File: config.mk
export PLATFORM = sky130hd
export DESIGN_NAME = gpio_serial_loader
export DESIGN_NICKNAME = d
export VERILOG_FILES = /design/src/rtl/gpio_serial_loader.sv
export SDC_FILE = /design/constraint.sdc
export NUM_CORES = 1
export LEC_CHECK = 0
export BUFFER_PORTS_ARGS = -buffer_cell sky130_fd_sc_hd__buf_2
export CAP_MARGIN = 30
export CORE_MARGIN = 10
export CORE_UTILIZATION = 30
export DETAILED_ROUTE_END_ITERATION = 7
export GPL_TIMING_DRIVEN = 0
export HOLD_SLACK_MARGIN = 0.06
export SYNTH_ARGS = -nofsm -noshare
export SYNTH_HDL_FRONTEND = slang
export SYNTH_SLANG_ARGS = --single-unit
File: constraint.sdc
create_clock -name wb_clk_i -period 18.59 [get_ports wb_clk_i]
set_input_delay 3.718 -clock wb_clk_i [delete_from_list [all_inputs] [get_ports wb_clk_i]]
set_output_delay 3.718 -clock wb_clk_i [all_outputs]
set_load 0.005 [all_outputs]
File: src/rtl/gpio_serial_loader.sv
// gpio_serial_loader: shadow config store that shifts and loads the daisy-chained GPIO pad control blocks
module gpio_serial_loader #(
    parameter int NUM_IO = 38,
    parameter int CFG_W = 13,
    parameter int DIV = 4,
    parameter logic [CFG_W-1:0] DEFAULT_CFG = 13'h1803
) (
    input  logic             wb_clk_i,
    input  logic             wb_rst_i,
    input  logic             cfg_we,
    input  logic [5:0]       cfg_addr,
    input  logic [CFG_W-1:0] cfg_wdata,
    output logic [CFG_W-1:0] cfg_rdata,
    input  logic             xfer_start,
    output logic             busy,
    output logic             done,
    output logic             serial_clock,
    output logic             serial_data,
    output logic             serial_load
);
    localparam int AW = NUM_IO > 1 ? $clog2(NUM_IO) : 1;
    localparam int BW = CFG_W > 1 ? $clog2(CFG_W) : 1;
    localparam int CW = DIV > 1 ? $clog2(DIV) : 1;

    typedef enum logic [2:0] {IDLE, SHIFT_LO, SHIFT_HI, LOAD_SETUP, LOAD} state_t;

    state_t state, state_n;
    logic [AW-1:0] pad, pad_n;
    logic [BW-1:0] bit_idx, bit_n;
    logic [CW-1:0] cnt, cnt_n;
    logic [CFG_W-1:0] shadow [NUM_IO];
    logic [CFG_W-1:0] word;
    logic addr_ok, wr_en, last_phase;

    assign addr_ok = {1'b0, cfg_addr} < 7'(NUM_IO);
    assign wr_en = cfg_we && state == IDLE && addr_ok;
    assign cfg_rdata = addr_ok ? shadow[cfg_addr[AW-1:0]] : '0;
    assign last_phase = cnt == CW'(DIV - 1);
    // a write landing in the start cycle must already be visible in the first shifted bit
    assign word = (wr_en && cfg_addr[AW-1:0] == pad_n) ? cfg_wdata : shadow[pad_n];

    genvar g;
    for (g = 0; g < NUM_IO; g++) begin : g_shadow
        // one shadow word per pad, writable only while the chain is idle
        always_ff @(posedge wb_clk_i or posedge wb_rst_i)
            if (wb_rst_i) shadow[g] <= DEFAULT_CFG;
            else if (wr_en && cfg_addr[AW-1:0] == AW'(g)) shadow[g] <= cfg_wdata;
    end

    // next state: each phase lasts DIV cycles; the bit pointer walks pad NUM_IO-1 MSB down to pad 0 bit 0
    always_comb begin
        state_n = state;
        pad_n = pad;
        bit_n = bit_idx;
        cnt_n = last_phase ? '0 : cnt + 1'b1;
        case (state)
            IDLE: begin
                cnt_n = '0;
                if (xfer_start) begin
                    state_n = SHIFT_LO;
                    pad_n = AW'(NUM_IO - 1);
                    bit_n = BW'(CFG_W - 1);
                end
            end
            SHIFT_LO: if (last_phase) state_n = SHIFT_HI;
            SHIFT_HI: if (last_phase) begin
                if (pad == '0 && bit_idx == '0) state_n = LOAD_SETUP;
                else begin
                    state_n = SHIFT_LO;
                    bit_n = bit_idx == '0 ? BW'(CFG_W - 1) : bit_idx - 1'b1;
                    pad_n = bit_idx == '0 ? pad - 1'b1 : pad;
                end
            end
            LOAD_SETUP: if (last_phase) state_n = LOAD;
            LOAD: if (last_phase) state_n = IDLE;
            default: state_n = IDLE;
        endcase
    end

    // state register; outputs are registered from the next state so they line up with it
    always_ff @(posedge wb_clk_i or posedge wb_rst_i)
        if (wb_rst_i) begin
            state <= IDLE;
            pad <= '0;
            bit_idx <= '0;
            cnt <= '0;
            busy <= 1'b0;
            done <= 1'b0;
            serial_clock <= 1'b0;
            serial_data <= 1'b0;
            serial_load <= 1'b0;
        end else begin
            state <= state_n;
            pad <= pad_n;
            bit_idx <= bit_n;
            cnt <= cnt_n;
            busy <= state_n != IDLE;
            done <= state == LOAD && state_n == IDLE;
            serial_clock <= state_n == SHIFT_HI;
            serial_data <= (state_n == SHIFT_LO || state_n == SHIFT_HI) && word[bit_n];
            serial_load <= state_n == LOAD;
        end
endmodule

==> results.md <==
* Max clock buf depth at 3
* Grt ovf at 0
* Data required, critical path at 14.87 ns
* Max Clock Freq at 86.9 MHz
* Via density at 6.31
* Initial antenna violation count at 11
* Dpl hpwl at 96200 µm
* Number of synthesized flops with an enable pin at 0
* Fraction of registers with async set/reset at 1.00
* Rows at ~110
* Layout fillers at between 9000 and 10000
* CTS buffer count at 56
* Clock latency on the worst-skew pair at 0.69 ns
* Worst Path Max Fanout at 10
* Max Cap Viol at 0
* Die Width at 329 µm
* Synth warn at 0
* Combinational fraction of design power at 0.251
* Final hold vios at 0
* Root Driver: clkbuf_16
* Setup Viol. Count Final at 0
* CP Capture Type: output port
* Number of setup buffers added after CTS at 0
* RSZ-0062 raised after global routing: false
* Clock Power Share at 0.371
* ANT nets after route at 0
* Initial Utilization at 0.302
* CTS tree: yes
* CTS sink cnt at 514
* Core area at roughly 95000 µm²
* Fin crit share at 0.619
* Min Tclk post-route at between 10 and 15 ns
* PnR Total Power at around 3.6 mW
* Syn_area_per_cell at 11.6 µm²
* Slew HR at 0.186
* Netlist cell types at 81
* Post_cts resized at 0
* Port Buffers at 25
* Synthesized area at 28700 µm²
* Hold_ws at 0.436 ns
* First-pass GRT wire length at 183000 µm
* Outcome: finished, violations left
* Violated checks: DRC
* Clock skew at 0.0334 ns
* 1st-iter DRT viols at 4213
* H-tree depth at 2
* Commonest non-fill, non-tap cells in the layout: 474 x mux2_2, 396 x nand2_1, 362 x dfrtp_1
* Drt wl/cell at 33.7 µm
* Total Routing Usage GR at 0.238
* Fin cells at 3943
* Worst VDD drop at 71.9 µV
* Switch Pwr at between 1 and 1.5 mW
* Post-CTS Hold Fix Bufs at 0
* HP Class: reg2reg
* Syn_nets at ~2500
* Clk slew on worst S/H paths at approximately 0.050 ns
* Max-slew violations at 0
* Pin count of the biggest net entering global routing at between 100 and 150
* DP Cell Count at 3826
* Setup crit start kind: primary input
* Yosys reg bits at 514
* Transition time of the tightest slew-check pin at 1.22 ns
* Die Y at 329 µm
* Share of cells above drive strength 1 at 0.380
* GP Congestion at 1.05
* CP arrival at around 7.8 ns
* Drt pass-1 iters at 8
* P_leak at around 14 nW
* Vias in the first global route at 23300
* Post-synthesis cell count at about 2500
* Power share of the sequential group at 0.378
* Switch share at 0.340
* Total Wirelength at 133000 µm
* Int Pwr at 2.37 mW
* Synth-to-Final Area Change at 17.2%
* Die area at 108000 µm²
* Vias at 24900
* Leading cell type in the layout, fill and taps excluded: mux2_2
* I/O pins at 41
* Final #Nets at 2652
* Post-synthesis sequential area ratio at 0.455
* Main flop type after synthesis: dfrtp_1
* Fin Setup TNS at 0 ns
* DRC at 8
* CP Class: in2out
* Power density over cell area at 107 nW/µm²
## synth_stat cells, drive strengths merged (8+ instances only)
library cell,n,area share
nor3,21,0.0037
nand2,396,0.052
nor4,14,0.0033
mux2,475,0.19
a221oi,16,0.0049
o31ai,10,0.0026
mux4,143,0.11
mux2i,61,0.021
nor2,42,0.0055
a22oi,21,0.0055
nand3,144,0.025
nand4,12,0.0026
a21oi,86,0.015
a222oi,13,0.0045
dfstp,152,0.14
buf,69,0.012
nor2b,8,0.0017
a211oi,29,0.0080
inv,21,0.0027
clkbuf,168,0.022
a31oi,11,0.0024
dfrtp,362,0.32
a32oi,9,0.0027
o22ai,18,0.0039
o21ai,52,0.0091
a2111oi,14,0.0043
## power by group through the flow
stage                     Clock (mW)  Sequential (mW)  Combinational, mW
after floorplan                    0             1.33              0.469
after global placement             0             1.36              0.786
after global routing            1.37             1.36              0.901
after detailed placement           0             1.37              0.830
final                           1.33             1.35              0.900
after CTS                       1.33             1.35              0.832
## logic make-up (layout without fill, tap and decap cells)
group / Yosys count / after routing / synth area share
and+or+nand+nor: 685 / 685 / 0.107
muxes: 679 / 679 / 0.320
DFF: 514 / 514 / 0.455
AOI/OAI and AO/OA: 330 / 330 / 0.0787
buffers and inverters: 260 / 456 / 0.0368
xor gates and xnor gates: 6 / 6 / 0.00183
adders and majority gates: 3 / 3 / 0.00131
other: 0 / 5 / 0
## registers in the layout, summed over array words and instances, names as in the netlist
signal	count
cnt	2
serial_clock	1
pad	6
serial_data	1
state	3
bit_idx	4
shadow	494
serial_load	1
busy	1
done	1
## worst max-delay path, stage by stage
cell and delay [ns]:
clkbuf_1 0.42, clkbuf_1 0.39, clkbuf_1 0.79, buf_1 0.86, mux4_2 0.42, a222oi_1 0.56, o22ai_1 0.36, buf_2 0.24
## through the flow
step           setup WS, ns  utilization  instance area (µm²)
2_1_floorplan         0.767            -                28700
3_3_place_gp          -5.60        0.320                30400
3_5_place_dp           7.32        0.330                31400
4_1_cts                7.32        0.353                33500
5_1_grt                7.07        0.354                33600
6_report               7.09        0.354                33600
## path summary, 6_finish.rpt
kind	from	cells after the start	end	slack [ns]
min in group asynchronous	wb_rst_i	2	shadow[421]	3.06
worst max register to register	pad[0]	14	serial_data	12.21
worst min-delay path	cnt[0]	1	cnt[0]	0.44
max in group asynchronous	wb_rst_i	4	shadow[151]	14.15
worst min register to register	cnt[0]	1	cnt[0]	0.44
worst max-delay path	cfg_addr[1]	8	cfg_rdata[12]	7.09
## per-layer routing
metal / vias up / GRT usage / part of all wire
met3: 612 / 0.112 / 0.16
li1: 9509 / - / -
met4: 8 / 0.157 / 0.085
met2: 2207 / 0.326 / 0.40
met5: - / 0 / 0.00035
met1: 12600 / 0.294 / 0.36
## final cells by class
class / count / area, µm² / share of cell area
repair buffers: 91 / 1160 / 0.0344
flip-flops and latches: 514 / 13100 / 0.388
plain buffers: 237 / 977 / 0.0291
clock buffers: 73 / 1560 / 0.0463
inverters: 23 / 93.8 / 0.00279
multi-input cells: 1703 / 14600 / 0.434
diodes: 5 / 12.5 / 0.000372
clock inverters: 32 / 587 / 0.0175
well taps: 1265 / 1580 / 0.0471
(Power assumes the default switching activity.)
